[src/rtl/send_command_data.sv]
`default_nettype none
// +--------------------------------------------------------------------------+
// | send_command_data: queues host commands as encoded bytes and paces them   |
// | out to a UART. Optional heartbeat: define SEND_HEARTBEAT_EN.              |
// | Revision: 1.0                                                             |
// +--------------------------------------------------------------------------+
module send_command_data #(
  parameter int GAP_CYCLES       = 16,
  parameter int BUSY_TIMEOUT     = 4,
  parameter int HEARTBEAT_CYCLES = 1000000
) (
  input  logic       clk,
  input  logic       rst,
  input  logic       cmd_valid,
  input  logic [2:0] cmd_op,
  input  logic [2:0] cmd_arg,
  output logic       cmd_ready,
  input  logic       tx_busy,
  output logic [7:0] data_send,
  output logic       send_start,
  output logic [7:0] sent_count
);

  localparam int         c_gap_w     = (GAP_CYCLES > 1) ? $clog2(GAP_CYCLES) : 1;
  localparam int         c_busy_w    = (BUSY_TIMEOUT > 1) ? $clog2(BUSY_TIMEOUT) : 1;
  localparam logic [1:0] c_chan_host = 2'b10;
  localparam logic [7:0] c_heartbeat = 8'h02;

  typedef enum logic [2:0] {
    S_IDLE      = 3'd0,
    S_LOAD      = 3'd1,
    S_START     = 3'd2,
    S_WAIT_BUSY = 3'd3,
    S_WAIT_DONE = 3'd4,
    S_GAP       = 3'd5
  } state_t;

  state_t              r_state;
  logic [7:0]          r_mem [4];
  logic [1:0]          r_wr_ptr;
  logic [1:0]          r_rd_ptr;
  logic [2:0]          r_count;
  logic [c_gap_w-1:0]  r_gap_cnt;
  logic [c_busy_w-1:0] r_busy_cnt;
  logic                w_push;
  logic                w_pop;
  logic                w_empty;
  logic [7:0]          w_byte;

  assign cmd_ready = (r_count != 3'd4);
  assign w_empty   = (r_count == 3'd0);
  assign w_push    = cmd_valid && cmd_ready;
  assign w_byte    = {cmd_arg, cmd_op, c_chan_host};

`ifdef SEND_HEARTBEAT_EN
  localparam logic [31:0] c_hb_last = 32'(HEARTBEAT_CYCLES - 1);

  logic [31:0] r_idle_cnt;
  logic        r_hb_sel;
  logic        w_hb_fire;

  // A queued command wins over the heartbeat because IDLE checks the FIFO first.
  assign w_hb_fire = (r_state == S_IDLE) && w_empty && !tx_busy && (r_idle_cnt == c_hb_last);
  assign w_pop     = (r_state == S_LOAD) && !r_hb_sel;

  always_ff @(posedge clk or posedge rst) begin
    if (rst) begin
      r_idle_cnt <= '0;
    end else if ((r_state == S_IDLE) && w_empty && !w_hb_fire) begin
      if (r_idle_cnt != c_hb_last) begin
        r_idle_cnt <= r_idle_cnt + 32'd1;
      end
    end else begin
      r_idle_cnt <= '0;
    end
  end
`else
  assign w_pop = (r_state == S_LOAD);
`endif

  // Storage needs no reset: the pointers and count define what is valid.
  always_ff @(posedge clk) begin
    if (w_push) begin
      r_mem[r_wr_ptr] <= w_byte;
    end
  end

  always_ff @(posedge clk or posedge rst) begin
    if (rst) begin
      r_wr_ptr <= 2'd0;
      r_rd_ptr <= 2'd0;
      r_count  <= 3'd0;
    end else begin
      if (w_push) begin
        r_wr_ptr <= r_wr_ptr + 2'd1;
      end
      if (w_pop) begin
        r_rd_ptr <= r_rd_ptr + 2'd1;
      end
      case ({w_push, w_pop})
        2'b10:   r_count <= r_count + 3'd1;
        2'b01:   r_count <= r_count - 3'd1;
        default: r_count <= r_count;
      endcase
    end
  end

  always_ff @(posedge clk or posedge rst) begin
    if (rst) begin
      r_state    <= S_IDLE;
      data_send  <= 8'h00;
      send_start <= 1'b0;
      sent_count <= 8'd0;
      r_gap_cnt  <= '0;
      r_busy_cnt <= '0;
`ifdef SEND_HEARTBEAT_EN
      r_hb_sel   <= 1'b0;
`endif
    end else begin
      send_start <= 1'b0;
      case (r_state)
        S_IDLE: begin
          if (!w_empty && !tx_busy) begin
            r_state <= S_LOAD;
`ifdef SEND_HEARTBEAT_EN
            r_hb_sel <= 1'b0;
          end else if (w_hb_fire) begin
            r_state  <= S_LOAD;
            r_hb_sel <= 1'b1;
`endif
          end
        end
        S_LOAD: begin
`ifdef SEND_HEARTBEAT_EN
          data_send <= r_hb_sel ? c_heartbeat : r_mem[r_rd_ptr];
`else
          data_send <= r_mem[r_rd_ptr];
`endif
          // Registered so the pulse lines up exactly with the START state.
          send_start <= 1'b1;
          r_state    <= S_START;
        end
        S_START: begin
          sent_count <= sent_count + 8'd1;
          r_busy_cnt <= '0;
          r_state    <= S_WAIT_BUSY;
        end
        S_WAIT_BUSY: begin
          if (tx_busy) begin
            r_state <= S_WAIT_DONE;
          end else if (r_busy_cnt == c_busy_w'(BUSY_TIMEOUT - 1)) begin
            r_gap_cnt <= '0;
            r_state   <= S_GAP;
          end else begin
            r_busy_cnt <= r_busy_cnt + 1'b1;
          end
        end
        S_WAIT_DONE: begin
          if (!tx_busy) begin
            r_gap_cnt <= '0;
            r_state   <= S_GAP;
          end
        end
        S_GAP: begin
          if (r_gap_cnt == c_gap_w'(GAP_CYCLES - 1)) begin
            r_gap_cnt <= '0;
            r_state   <= S_IDLE;
          end else begin
            r_gap_cnt <= r_gap_cnt + 1'b1;
          end
        end
        default: begin
          r_state <= S_IDLE;
        end
      endcase
    end
  end

endmodule
`default_nettype wire

[config.mk]
export PLATFORM = sky130hd
export DESIGN_NAME = send_command_data
export DESIGN_NICKNAME = d
export VERILOG_FILES = /design/src/rtl/send_command_data.sv
export SDC_FILE = /design/constraint.sdc
export NUM_CORES = 1
export LEC_CHECK = 0
export CAP_MARGIN = 20
export CORE_AREA = 2 2 70 72
export CTS_CLUSTER_DIAMETER = 100
export CTS_CLUSTER_SIZE = 30
export DETAILED_ROUTE_END_ITERATION = 8
export DIE_AREA = 0 0 72 74
export PLACE_DENSITY = 0.77
export SYNTH_ARGS = -nofsm -noshare
export SYNTH_HDL_FRONTEND = slang
export SYNTH_SLANG_ARGS = --single-unit
[constraint.sdc]
create_clock -name clk -period 2.92 [get_ports clk]
set_clock_uncertainty 0.2 [all_clocks]
set_input_delay 0.73 -clock clk [delete_from_list [all_inputs] [get_ports clk]]
set_output_delay 0.73 -clock clk [all_outputs]
set_load 0.01 [all_outputs]
; Word level (Yosys, flattened, before mapping)
; Memories as Yosys holds them, arrays and structs flattened. A register that Yosys moved wholly into a read port is not among the register bits.
; Cells that the tools add are included.
[classes]
reduce_logical = 12
addsub = 7
n_eq_ne = 17
muxes = 18
[ops]
columns = op, n
row1 = $pmux W3 S6, 1
row2 = $mux W4, 4
row3 = $mux W3, 5
row4 = $ne A2 B2 Y1 const B, 6
row5 = $pmux W4 S3, 1
row6 = $add A8 B1 Y8 const B, 1
row7 = $reduce_and A4 Y1, 2
row8 = $add A2 B1 Y2 const B, 3
row9 = $eq A3 B2 Y1 const B, 2
row10 = $eq A3 B3 Y1 const B, 2
row11 = $logic_not A3 Y1, 2
row12 = $ne A3 B3 Y1 const B, 2
row13 = $pmux W3 S2, 1
row14 = $add A4 B1 Y4 const B, 1
row15 = $eq A2 B2 Y1 const B, 2
row16 = $eq A4 B4 Y1 const B, 1
row17 = $mux W2, 2
row18 = $pmux W2 S2, 1
row19 = $reduce_bool A2 Y1, 2
row20 = $add A3 B1 Y3 const B, 1
row21 = $eq A3 B1 Y1 const B, 1
row22 = $mux W1, 3
row23 = $reduce_and A3 Y1, 1
row24 = $reduce_bool A3 Y1, 1
row25 = other kinds (4), 6
[word_totals]
ram_bits = 24
register_bits = 33
elab_cells = 64
n_memories = 1
[mem_list]
columns = memory, words, word_bits, rd, rd_ports_with_merged_regs, write_ports, line_no
row1 = r_mem, 4, 6, 1, 1, 1, 39  ; logic [7:0] r_mem [4];

; Logic depth before layout (Yosys ltp)
; Gate-level depths: netlist of run 1.
[logic_depth]
ltp_word = 5
ltp_mapped = 9
ltp_nobuf = 9

; Least setup slack after synthesis of run 1
; Ideal clock, no wire load.
[synth_timing]
path_kind = reg2reg
start = register r_count[0]
end = register r_count[2]
period_less_slack_ns = 2.296
path_buffers = 0
path_slack_ns = 0.624
setup_time_ns = 0.079
path_stages_with_launch = 10
t_required_ns = 2.641
t_arrival_ns = 2.017
cell_sequence = dfrtp_1 > or3b_4 > and2_4 > inv_1 > ha_1 > inv_1 > fa_1 > xor2_1 > nor2_1 > xor2_1
[synth_between]
elab_chain_cells = 4
[synth_rtl]
columns = item, line_no
row1 = start: declaration, 42  ; logic [2:0] r_count;
row2 = start signal: assignment, 101  ; 2'b10: r_count <= r_count + 3'd1;
row3 = start signal: assignment, 102  ; 2'b01: r_count <= r_count - 3'd1;
row4 = start signal: assignment, 103  ; default: r_count <= r_count;
row5 = $ne A3 B3 Y1 *, 50  ; assign cmd_ready = (r_count != 3'd4);
row6 = via cmd_ready, 17  ; output logic cmd_ready,
row7 = $logic_and A1 B1 Y1 *, 52  ; assign w_push = cmd_valid && cmd_ready;
row8 = $eq A2 B1 Y1 or $eq A2 B2 Y1 (tied branches), 100  ; case ({w_push, w_pop})
row9 = $pmux W3 S2 or $reduce_bool A2 Y1 (tied branches), n/a
; Mark *: on every way through the listed nets, which the timed path passes. The rest lies on a longest branch.
; A chain may end at the register's enable or synchronous reset.

; Worst setup path after layout of run 1
[layout_timing]
start = register r_count[0]
end = output cmd_ready
[layout_between]
elab_chain_cells = 1
[layout_rtl]
columns = item, line_no
row1 = $ne A3 B3 Y1, 50
row2 = end: declaration, 17
; Every way passes these cells.

==> flow_summary.ini, run 1 <==
[job]
max_cap_violations = 0

[critical_path]
crit_arrival_ns = 1.67
end_kind = output pin
crit_chain = or3b_4 -> clkdlybuf4s50_1
worst_path_largest_cell_delay_ns = 0.49
required_ns = 1.99
critPathMaxFanout = 6
slowest_stage = clkdlybuf4s50_1
crit_path_start_kind = register
crit_type = register to output pin

[yosys]
yosys-top-cells-count = dfrtp_1, edfxtp_1, inv_1, nand2_1, xor2_1
synth_top_family_by_area = multiplexers
netlist_area_um2 = 2455
synth_cell_type_count = 45
ys_ff_latch = 56
async_flop_share = 0.5714
synth_compound_area_frac = 0.04842
seq_area_frac_synth = 0.6198
synth_xor_area_frac = 0.04995
synth_most_common_cell = dfrtp_1
synth_simple_gate_area_frac = 0.09786
yosysTopAreaCell = dfrtp_1
yosys_warnings = 0
synth-edff-count = 24
synth_cells = 165
muxShareOfSynthArea = 0.1014
synth_nets = 184
synth.top_cell.area_share = 0.3262
avgSynthCellArea_um2 = 14.88
synthFlopType = dfrtp_1
synthTopCellsByArea = dfrtp_1, edfxtp_1, mux4_2
yosys.area_share.adder = 0.04893

[floorplanning]
io_pins = 28
rows = 25
core_area_um2 = 4598
initial_core_util = 0.5339
dieArea_um2 = 5328
die_h_um = 74
die-width_um = 72

[power_and_ir_drop]
peakVddDrop_mv = 0.5482
power_density_nw_per_um2 = 950.4
p_leak_nw = 1.176
p_total_mw = 2.703

[timing]
fmax_mhz = 384.7
fin_crit_ns = 2.599
rsz0062_at_grt = no
setup_viol = 0
slew_viol_final = 0
post-route-period-util = 0.8901
setup_tns_ns = 0
hold_ws_ns = 0.2708
hold_viol = 0

[final_layout]
num-nets-final = 212
fin_area_um2 = 2844
synthToLayoutAreaGrowth_pct = 15.85
drive_above_1_share = 0.1753
n_antenna_cell = 0

[global_route]
grt_busiest_layer = met2
met3_usage = 0.03794
grt_overflow_total = 0
grt_usage = 0.1638
grt_pass1_vias = 1462
grtUsageMet1 = 0.1949
antenna_found_initial = 0
use_met2 = 0.2953
grt_pass1_wl_mm = 6.610
grt_max_degree = 33

[cts]
clkTransAtPathRegs_ns = 0.10
cts_tree = built
holdBufCountCts = 0
clock-root-buffer = clkbuf_8
cts_resized = 0
clkLatencyLatePin_ns = 0.30
cts_buffers = 5
htree_levels = 2
post_cts_buffers = 0
clock_sinks = 56
clock_path_buffers = 2

[routing]
ant_nets = 0
wire_per_inst_um = 15.92
routed_wirelength_mm = 3.948
avgViaCountPerCell = 5.617
initialDrtViolationCount = 56
dr.pass1.iters = 4
num_vias = 1393
drc_errors = 0

[outcome]
outcome = complete, no violations

[placed_design]
portBuffers = 26
placed_cell_area_um2 = 2753
place_congestion = 0.8073
dp_hpwl_mm = 2.919

[worst_hold_path]
hold_class = register to register
sequential cells by signal, indices dropped and copies added, names as in the netlist:
name and flops:
sent_count 8, r_rd_ptr 2, r_wr_ptr 2, r_count 3, r_busy_cnt 2, r_gap_cnt 4
r_state 3, r_mem 24, send_start 1, data_send 7
cell type report:
cell class | instances | area (um^2)
fill | 328 | 1754
tap | 54 | 67.56
inverter | 9 | 33.78
multi-input combinational | 93 | 854.6
clock buffer | 5 | 68.82
clock inverter | 3 | 22.52
sequential | 56 | 1521
timing repair buffer | 28 | 275.3
cells in the final DEF (no fill, tap or decap), drive strengths merged, types with 6 or more instances in the layout:
cell type,n
ha,8
dfrtp,32
inv,10
mux2,8
mux4,6
clkdlybuf4s50,26
nand2,9
xor2,9
edfxtp,24
power by group:
group	switching (mW)	internal, mW
registers	0.238	1.08
clock network	0.249	0.172
logic	0.395	0.573
total	0.881	1.82
worst paths after layout:
check                      slack, ns  cells past startpoint                 startpoint                        end
min                             0.27                      1  sent_count[7]$_DFFE_PP0P_  sent_count[7]$_DFFE_PP0P_
max                             0.32                      2     r_count[0]$_DFFE_PP0P_                  cmd_ready
max reg2reg                     0.48                      9     r_count[0]$_DFFE_PP0P_     r_count[2]$_DFFE_PP0P_
max in group asynchronous       1.63                      3                        rst  sent_count[5]$_DFFE_PP0P_
min reg2reg                     0.27                      1  sent_count[7]$_DFFE_PP0P_  sent_count[7]$_DFFE_PP0P_
min in group asynchronous       0.60                      3                        rst  r_busy_cnt[1]$_DFFE_PP0P_
metal layers:
layer,vias up,wire [um]
li1,651,-
met1,708,1690
met2,32,2105
met3,2,122
met4,0,29
met5,-,0
critical path: cells and delay by family, from the launching register on:
family                 cells  cell delay [ns]
buffers and inverters      1             0.49
AND/OR/NAND/NOR            1             0.45
flip-flops                 1             0.43
kinds of logic (layout without fill, tap and decap cells):
family	Yosys count	after routing
other	1	1
xor gates and xnor gates	14	14
muxes	16	16
AOI/OAI and AO/OA	15	15
and+or+nand+nor	38	38
DFF	56	56
adders and majority gates	9	9
buffers and inverters	16	45
stage by stage:
stage,instances,utilization,setup WS [ns]
floorplan,165,-,0.6238
global placement,240,0.5986,0.2721
detailed placement,240,0.5986,0.1366
CTS,248,0.6185,0.3065
global route,248,0.6185,0.2581
finish,248,0.6185,0.3208
No activity file was read; power rests on OpenSTA's default activity.
==> run 2: changes to the inputs <==
--- a/config.mk
+++ b/config.mk
@@ -8,10 +8,10 @@
 export CAP_MARGIN = 20
 export CORE_AREA = 2 2 70 72
 export CTS_CLUSTER_DIAMETER = 100
-export CTS_CLUSTER_SIZE = 30
+export CTS_CLUSTER_SIZE = 40
 export DETAILED_ROUTE_END_ITERATION = 8
 export DIE_AREA = 0 0 72 74
-export PLACE_DENSITY = 0.77
+export PLACE_DENSITY_LB_ADDON = 0.12
 export SYNTH_ARGS = -nofsm -noshare
 export SYNTH_HDL_FRONTEND = slang
 export SYNTH_SLANG_ARGS = --single-unit
==> run 2 against run 1 <==
  * Non-clock buffer count unchanged
  * Cell count unchanged
  * Fmax decreased by 0.18%
  * Sequential power about the same
  * Register-to-register slack about the same
  * Global-route usage increased by 0.57 points
  * Cell area decreased by 0.40%
==> flow_summary.ini, run 2 (synthesis results as in run 1) <==
[final_layout]
num-fill-cells = 354
n_antenna_cell = 0
num-nets-final = 212
largest_register = r_mem
synthToLayoutAreaGrowth_pct = 15.39
top_regs = r_mem (24), sent_count (8), data_send (7)
largest_reg_flops = 24
final_cell_count_no_fill = 248
final_cell_mix = dfrtp_1, clkdlybuf4s50_1, edfxtp_1
drive_above_1_share = 0.1598
layout_commonest_cell = dfrtp_1

[routing]
ant_nets = 0
dr.pass1.iters = 4
drc_errors = 0
wl_met1_mm = 1.784
initialDrtViolationCount = 99
num_vias = 1346
routed_wirelength_mm = 3.978
wl_met2_mm = 1.976
route.met3.wl_um = 133
top_layer = met4
wire_per_inst_um = 16.04
avgViaCountPerCell = 5.427

[power_and_ir_drop]
power_density_nw_per_um2 = 946.0
p_leak_nw = 1.168
peakVddDrop_mv = 0.4515

[floorplanning]
io_pins = 28
core_area_um2 = 4598
initial_core_util = 0.5339
dieArea_um2 = 5328
die-width_um = 72
rows = 25
die_h_um = 74

[critical_path]
end_kind = output pin
crit_type = register to output pin
worst_path_largest_cell_delay_ns = 0.51
required_ns = 1.99
slowest_stage = clkdlybuf4s50_1
crit_chain = or3b_4 -> clkdlybuf4s50_1
crit_path_start_kind = register
critPathMaxFanout = 6
crit_arrival_ns = 1.67

[cts]
cts_resized = 0
cts_tree = built
htree_levels = 2
cts_buffers = 5
post_cts_buffers = 0
clkLatencyLatePin_ns = 0.30
clock_path_buffers = 2
clock_sinks = 56
clkTransAtPathRegs_ns = 0.09
clock-root-buffer = clkbuf_8
holdBufCountCts = 0

[timing]
post-route-period-util = 0.8917
setup_tns_ns = 0
slew_viol_final = 0
setup_viol = 0
hold_viol = 0
rsz0062_at_grt = no
fmax_mhz = 384.1
fin_crit_ns = 2.604

[placed_design]
place_inst = 240
place_congestion = 0.7099
dp_hpwl_mm = 2.806
portBuffers = 26

[global_route]
grt_overflow_total = 0
grt_max_degree = 33
antenna_found_initial = 0
grt_pass1_vias = 1358
grt_usage = 0.1695
grt_pass1_wl_mm = 6.651

[worst_hold_path]
hold_class = register to register

[job]
max_cap_violations = 0

[outcome]
outcome = complete, no violations
-- run 2: changes by cell type in the layout (fill, tap and decap cells not counted) --
cell	change
clkinv_1	+1
clkinv_4	-1
inv_6	-1
clkinv_2	-1
clkbuf_1	+2
-- run 2: final timing paths --
kind	to	from	slack, ns	cells past startpoint
max in group asynchronous	r_count[1]$_DFFE_PP0P_	rst	1.61	3
min in group asynchronous	sent_count[6]$_DFFE_PP0P_	rst	0.62	3
worst max-delay path	cmd_ready	r_count[0]$_DFFE_PP0P_	0.32	2
worst min-delay path	data_send[1]$_DFFE_PP0P_	data_send[1]$_DFFE_PP0P_	0.27	1
worst min register to register	data_send[1]$_DFFE_PP0P_	data_send[1]$_DFFE_PP0P_	0.27	1
worst max register to register	r_count[2]$_DFFE_PP0P_	r_count[0]$_DFFE_PP0P_	0.48	9
-- run 2: metal layers --
| metal | track usage | up-vias |
|---|---|---|
| met5 | 0 | - |
| met4 | 0.07338 | 0 |
| met3 | 0.04472 | 8 |
| met2 | 0.2695 | 25 |
| met1 | 0.2241 | 663 |
| li1 | - | 650 |
-- run 2: final cells by class --
class / count / area [um^2] / area share
timing repair buffer: 28 / 275.3 / 0.09717
tap: 54 / 67.56 / 0.02385
clock buffer: 7 / 76.32 / 0.02694
clock inverter: 1 / 3.754 / 0.001325
inverter: 9 / 33.78 / 0.01193
sequential: 56 / 1521 / 0.5371
multi-input combinational: 93 / 854.6 / 0.3017
-- run 2: metrics by stage --
stage,power [mW],cell area [um^2],setup WS (ns),util,hold WS (ns)
floorplan,1.980,2455,0.6238,-,0.2569
global placement,2.253,2753,0.2552,0.5986,0.2522
detailed placement,2.319,2753,0.1313,0.5986,0.2527
CTS,2.717,2833,0.3002,0.6161,0.2735
global route,2.880,2833,0.2741,0.6161,0.2828
finish,2.680,2833,0.3162,0.6161,0.2691
-- run 2: critical path, delay by kind of cell (launching register included) --
| kind | cells | cell delay, ns |
|---|---|---|
| flip-flops | 1 | 0.42 |
| buffers and inverters | 1 | 0.51 |
| AND/OR/NAND/NOR | 1 | 0.44 |
-- run 2: where the power goes --
| part | switching [mW] | internal, mW | leakage, nW | total (mW) |
|---|---|---|---|---|
| clock | 0.228 | 0.168 | 0.0399 | 0.396 |
| combinational | 0.402 | 0.572 | 0.513 | 0.974 |
| sequential | 0.234 | 1.08 | 0.615 | 1.31 |
==> run 3: changes to the inputs <==
--- a/config.mk
+++ b/config.mk
@@ -5,13 +5,12 @@
 export SDC_FILE = /design/constraint.sdc
 export NUM_CORES = 1
 export LEC_CHECK = 0
-export CAP_MARGIN = 20
 export CORE_AREA = 2 2 70 72
 export CTS_CLUSTER_DIAMETER = 100
 export CTS_CLUSTER_SIZE = 40
 export DETAILED_ROUTE_END_ITERATION = 8
 export DIE_AREA = 0 0 72 74
-export PLACE_DENSITY_LB_ADDON = 0.12
+export PLACE_DENSITY = 0.89
 export SYNTH_ARGS = -nofsm -noshare
 export SYNTH_HDL_FRONTEND = slang
 export SYNTH_SLANG_ARGS = --single-unit
==> run 3 against run 2 <==
  * Combinational power down 0.9%
  * Via count down 0.45%
  * Sequential share of layout area decreased by 0.095 points
  * Cell count stayed put
  * Flip-flop and latch count unchanged
  * Total power barely moved
  * Cell area increased by 0.18%
  * Hold slack gained 0.0071 ns
  * Highest routed layer unchanged
==> flow_summary.ini, run 3 (synthesis results as in run 1) <==
[final_layout]
top_regs = r_mem (24), sent_count (8), data_send (7)
final_cell_mix = dfrtp_1, clkdlybuf4s50_1, edfxtp_1
largest_register = r_mem
final_cell_count_no_fill = 248
largest_reg_flops = 24
n_antenna_cell = 0
num-fill-cells = 347
synthToLayoutAreaGrowth_pct = 15.60
drive_above_1_share = 0.1649
num-nets-final = 212
fin_area_um2 = 2838
layout_commonest_cell = dfrtp_1

[cts]
holdBufCountCts = 0
clock-root-buffer = clkbuf_8
clock_sinks = 56
cts_resized = 0
clkTransAtPathRegs_ns = 0.09
cts_buffers = 5
clkLatencyLatePin_ns = 0.30
cts_tree = built
post_cts_buffers = 0
clock_path_buffers = 2
htree_levels = 2

[critical_path]
rr_startpoint = r_count[0]$_DFFE_PP0P_
reg2reg_to = r_count[2]$_DFFE_PP0P_
crit_arrival_ns = 1.65
cp_num_buf_inv = 1
r2r_cells = 9
required_ns = 1.99
crit_type = register to output pin
rrSetupSlack_ns = 0.49
crit_chain = or3b_4 -> clkdlybuf4s50_1
path_delay_family = buffers and inverters
critPathMaxFanout = 6
crit_path_start_kind = register
end_kind = output pin
slowest_stage = clkdlybuf4s50_1
worst_path_largest_cell_delay_ns = 0.49

[routing]
num_vias = 1340
drc_errors = 0
initialDrtViolationCount = 66
avgViaCountPerCell = 5.403
routed_wirelength_mm = 3.658
dr.pass1.iters = 4
ant_nets = 0
wire_per_inst_um = 14.75

[floorplanning]
die_h_um = 74
dieArea_um2 = 5328
rows = 25
initial_core_util = 0.5339
die-width_um = 72
io_pins = 28
core_area_um2 = 4598

[global_route]
grt_pass1_vias = 1316
grt_pass1_wl_mm = 6.272
grt_overflow_total = 0
grt_max_degree = 33
antenna_found_initial = 0
grt_usage = 0.1591

[timing]
rsz0062_at_grt = no
post-route-period-util = 0.8821
fin_crit_ns = 2.576
fmax_mhz = 388.3
slew_viol_final = 0
hold_viol = 0
hold_ws_ns = 0.2762
setup_viol = 0
setup_tns_ns = 0

[job]
max_cap_violations = 0

[power_and_ir_drop]
peakVddDrop_mv = 0.4169
power_density_nw_per_um2 = 944.6
p_leak_nw = 1.170

[placed_design]
place_inst = 240
place_congestion = 0.7914
portBuffers = 26
dp_hpwl_mm = 2.603
placed_cell_area_um2 = 2753

[worst_hold_path]
min_path_cells = 1
hold_class = register to register
hp-start = data_send[1]$_DFFE_PP0P_
hold_path_end = data_send[1]$_DFFE_PP0P_

[outcome]
outcome = complete, no violations
==> run 3: changes by cell type in the layout (fill, tap and decap cells not counted), sizes merged <==
cell / change
clkinv: +1
clkbuf: -1
==> run 3: stage by stage <==
step	util	worst slack [ns]	power, mW
finish	0.6171	0.3444	2.680
global route	0.6171	0.2885	2.877
CTS	0.6171	0.3313	2.707
detailed placement	0.5986	0.1736	2.308
global placement	0.5986	0.2622	2.254
floorplan	-	0.6238	1.980
==> run 3: cell type report <==
type	count	area, um^2	share of cell area
Inverter	9	33.78	0.01190
Clock buffer	6	72.57	0.02557
Tap cell	54	67.56	0.02381
Timing Repair Buffer	28	275.3	0.09700
Multi-Input combinational cell	93	854.6	0.3011
Sequential cell	56	1521	0.5362
Clock inverter	2	12.51	0.004409
==> run 3: power breakdown <==
group | switching (mW) | internal (mW) | total, mW
combinational | 0.391 | 0.574 | 0.965
sequential | 0.236 | 1.08 | 1.31
clock | 0.235 | 0.168 | 0.403
==> run 3: how the worst max path moves through the flow <==
stage                      startpoint                      to  slack (ns)  depth (start not counted)
6_report       r_count[0]$_DFFE_PP0P_               cmd_ready        0.34                          2
5_1_grt        r_count[0]$_DFFE_PP0P_               cmd_ready        0.29                          2
4_1_cts        r_count[0]$_DFFE_PP0P_               cmd_ready        0.33                          2
3_5_place_dp                cmd_valid  r_count[2]$_DFFE_PP0P_        0.17                          9
3_3_place_gp                cmd_valid  r_count[2]$_DFFE_PP0P_        0.26                          9
2_1_floorplan  r_count[0]$_DFFE_PP0P_  r_count[2]$_DFFE_PP0P_        0.62                          9
==> run 3: metal layers <==
metal  track usage  routed length [um]  vias up
met1        0.2162                1687      659
met3       0.03659                 122        3
met2        0.2510                1805       30
met4       0.06709                  43        0
li1              -                   -      648
met5             0                   0        -
==> variant: new RTL, settings of run 2 <==
Put one more register stage on the output `sent_count`, with the module's reset. The value now appears one clock later. The other outputs are not delayed to match.
--- a/src/rtl/send_command_data.sv
+++ b/src/rtl/send_command_data.sv
@@ -36,2 +36,4 @@
   } state_t;
+
+  logic [7:0] sent_count_s0;
 
@@ -112,3 +114,3 @@
       send_start <= 1'b0;
-      sent_count <= 8'd0;
+      sent_count_s0 <= 8'd0;
       r_gap_cnt  <= '0;
@@ -143,3 +145,3 @@
         S_START: begin
-          sent_count <= sent_count + 8'd1;
+          sent_count_s0 <= sent_count_s0 + 8'd1;
           r_busy_cnt <= '0;
@@ -178,2 +180,10 @@
 
+  always_ff @(posedge clk or posedge rst) begin
+    if (rst) begin
+      sent_count <= '0;
+    end else begin
+      sent_count <= sent_count_s0;
+    end
+  end
+
 endmodule
Function: changed (a bounded check fails within 10 cycles, from zero or initial values and one cycle with rst high).
==> variant against run 2 <==
Sequential power grew 12%. Non-clock buffer count is the same. Core utilization grew 6.0 points. Design area grew 9.7%. Worst setup slack lost 0.084 ns. Area after synthesis grew 7.6%. Global-route usage grew 0.80 points. Fmax shrank 3.1%. Sequential cell count grew 8. Register-to-register slack is essentially flat. Largest cell class unchanged. Routed wire length grew 3.0%. Final cell count grew 5.2%. Highest routed layer unchanged. Total power grew 15%.
==> variant: results (changes against run 2) <==
[logic_synthesis]
synth_cell_types = 43  ; was 45
synth_async_sr_flop_share_pct = 62.5  ; was 57.1%
synth_common_cells = 40 x dfrtp_1, 24 x edfxtp_1, 9 x mux2_2  ; was 32 x dfrtp_1, 24 x edfxtp_1, 9 x inv_1, 9 x nand2_1, 9 x xor2_1
synthTopCellsByArea = dfrtp_1 38%, edfxtp_1 27%, mux4_2 5.1%  ; was dfrtp_1 33%, edfxtp_1 29%, mux4_2 5.5%
yosysWarningCount = 0  ; unchanged
syn_nets = 190  ; was 184
synth_enable_flop_cells = 24  ; unchanged
yosysSeqAreaShare_pct = 65.2  ; was 62.0%

[critical_path]
slowest_delay_ns = 0.52
rr_startpoint = r_state[0]$_DFFE_PP0P_  ; was r_count[0]$_DFFE_PP0P_
r2r_slack_ns = 0.48  ; about the same
reg2reg_depth = 7  ; was 9
path_delay_family = buffers and inverters  ; unchanged
worstReg2RegEnd = r_count[2]$_DFFE_PP0P_  ; unchanged
worst-endpoint-arrival_ns = 1.76  ; was 1.67 ns
cp_max_fo = 6  ; unchanged

[finish]
reg_top3 = r_mem: 24 flops, sent_count: 8 flops, sent_count_s0: 8 flops  ; was r_mem: 24 flops, sent_count: 8 flops, data_send: 7 flops
drive_gt1_share_pct = 17.9  ; was 16.0%
nets = 221  ; was 212
diodes = 0  ; unchanged

[global_routing]
grt_max_degree = 41  ; was 33
antenna_found_initial = 0  ; unchanged
grt_pass1_vias = 1485  ; was 1358
grt_usage_pct = 17.7  ; was 16.9%
grt_pass1_wl_mm = 6.82  ; was 6.65 mm

[hold_path]
hold_end = sent_count[7]$_DFF_PP0_  ; was data_send[1]$_DFFE_PP0P_
hold_path.class = flop to flop  ; unchanged
worstHoldStart = sent_count_s0[7]$_DFFE_PP0P_  ; was data_send[1]$_DFFE_PP0P_
min_path_cells = 0  ; was 1

[place]
place.detailed.hpwl_mm = 2.82  ; was 2.81 mm
portBuffers = 26  ; unchanged
gp_congestion = 0.749  ; was 0.710

[timing]
whs_ns = 0.204  ; was 0.269 ns
drv_slew = 0  ; unchanged

[route]
drt_first_iter_violations = 121  ; was 99
wl_per_cell_um = 15.7  ; was 16.0 µm
viasPerCell = 5.54  ; was 5.43
first_pass_iters = 4  ; unchanged

[clocking]
h-tree-depth = 3  ; was 2
cts.clk_slew.worst_paths_ns = 0.07  ; was 0.09 ns
cts_root_buf = clkbuf_8  ; unchanged
post_cts_buffers = 0  ; unchanged
cts_buffer_depth = 2  ; unchanged
clock_latency_ns = 0.33  ; was 0.30 ns
cts-resized-gates = 0  ; unchanged
cts_buffers = 9  ; was 5

[pwr]
peakVddDrop_uv = 604  ; was 451 µV
cellLeakagePower_uw = 0.00129  ; was 0.00117 µW

[status]
status = completed  ; unchanged

[variant: cell types whose count changed after synthesis, sizes merged, moves of 2 or more]
cell / change
o21ai: +3
dfrtp: +8
nor4: +2
xnor2: +3
nor3: -2
o221ai: -2
nand2: -4
xor2: -2
and3: +2
[variant: how the worst max path moves through the flow]
stage                                start                     end  slack (ns)  depth (start not counted)
floorplan           r_count[0]$_DFFE_PP0P_  r_count[2]$_DFFE_PP0P_        0.67                          9
global placement                 cmd_valid  r_count[2]$_DFFE_PP0P_        0.33                          8
detailed placement               cmd_valid  r_count[2]$_DFFE_PP0P_        0.21                          8
CTS                 r_count[0]$_DFFE_PP0P_               cmd_ready        0.22                          2
global route        r_count[0]$_DFFE_PP0P_               cmd_ready        0.18                          2
finish              r_count[0]$_DFFE_PP0P_               cmd_ready        0.23                          2
[variant: layer usage]
metal / wire (µm) / track usage, % / vias up
met5: 0 / 0 / -
met4: 48 / 6.92 / 0
met3: 205 / 7.32 / 6
met2: 2120 / 29.6 / 34
met1: 1730 / 20.8 / 727
li1: - / - / 679
[variant: cell type report]
| class | instances | area, µm² |
|---|---|---|
| sequential | 64 | 1720 |
| fill | 328 | 1490 |
| multi-input combinational | 91 | 833 |
| timing repair buffer | 28 | 275 |
| clock buffer | 10 | 149 |
| tap | 54 | 67.6 |
| clock inverter | 6 | 31.3 |
| inverter | 8 | 30.0 |
[variant: power by group]
group	internal [µW]	switching [µW]	total, µW	leakage [µW]
sequential	1220	250	1470	0.000717
clock	352	326	678	0.000101
combinational	555	389	943	0.000476
total	2130	965	3090	0.00129
[variant: cell families after synthesis]
family | Yosys count | share of synthesized area (%)
flip-flops | 64 | 65.2
AND/OR/NAND/NOR | 34 | 8.20
AO/OA/AOI/OAI | 16 | 4.36
multiplexers | 16 | 9.33
buffers and inverters | 16 | 3.27
XOR/XNOR | 15 | 4.97
adder cells (fa/ha/maj) | 9 | 4.55
other | 1 | 0.142
[variant: metrics by stage]
step / cell area [µm²] / total power [µW] / util [%] / setup slack, ns / cells
2_1_floorplan: 2640 / 2120 / - / 0.675 / 171
3_3_place_gp: 2930 / 2390 / 63.7 / 0.334 / 245
3_5_place_dp: 2930 / 2460 / 63.7 / 0.207 / 245
4_1_cts: 3110 / 3140 / 67.6 / 0.223 / 261
5_1_grt: 3110 / 3290 / 67.6 / 0.182 / 261
6_report: 3110 / 3090 / 67.6 / 0.233 / 261
[variant: worst reg2reg max path, delay by kind of cell, from the launching register on]
family	cells	cell delay [ns]
xor+xnor	2	0.32
fa+ha+maj	2	0.63
buf+inv	1	0.06
flops	1	0.60
simple gates	2	0.54
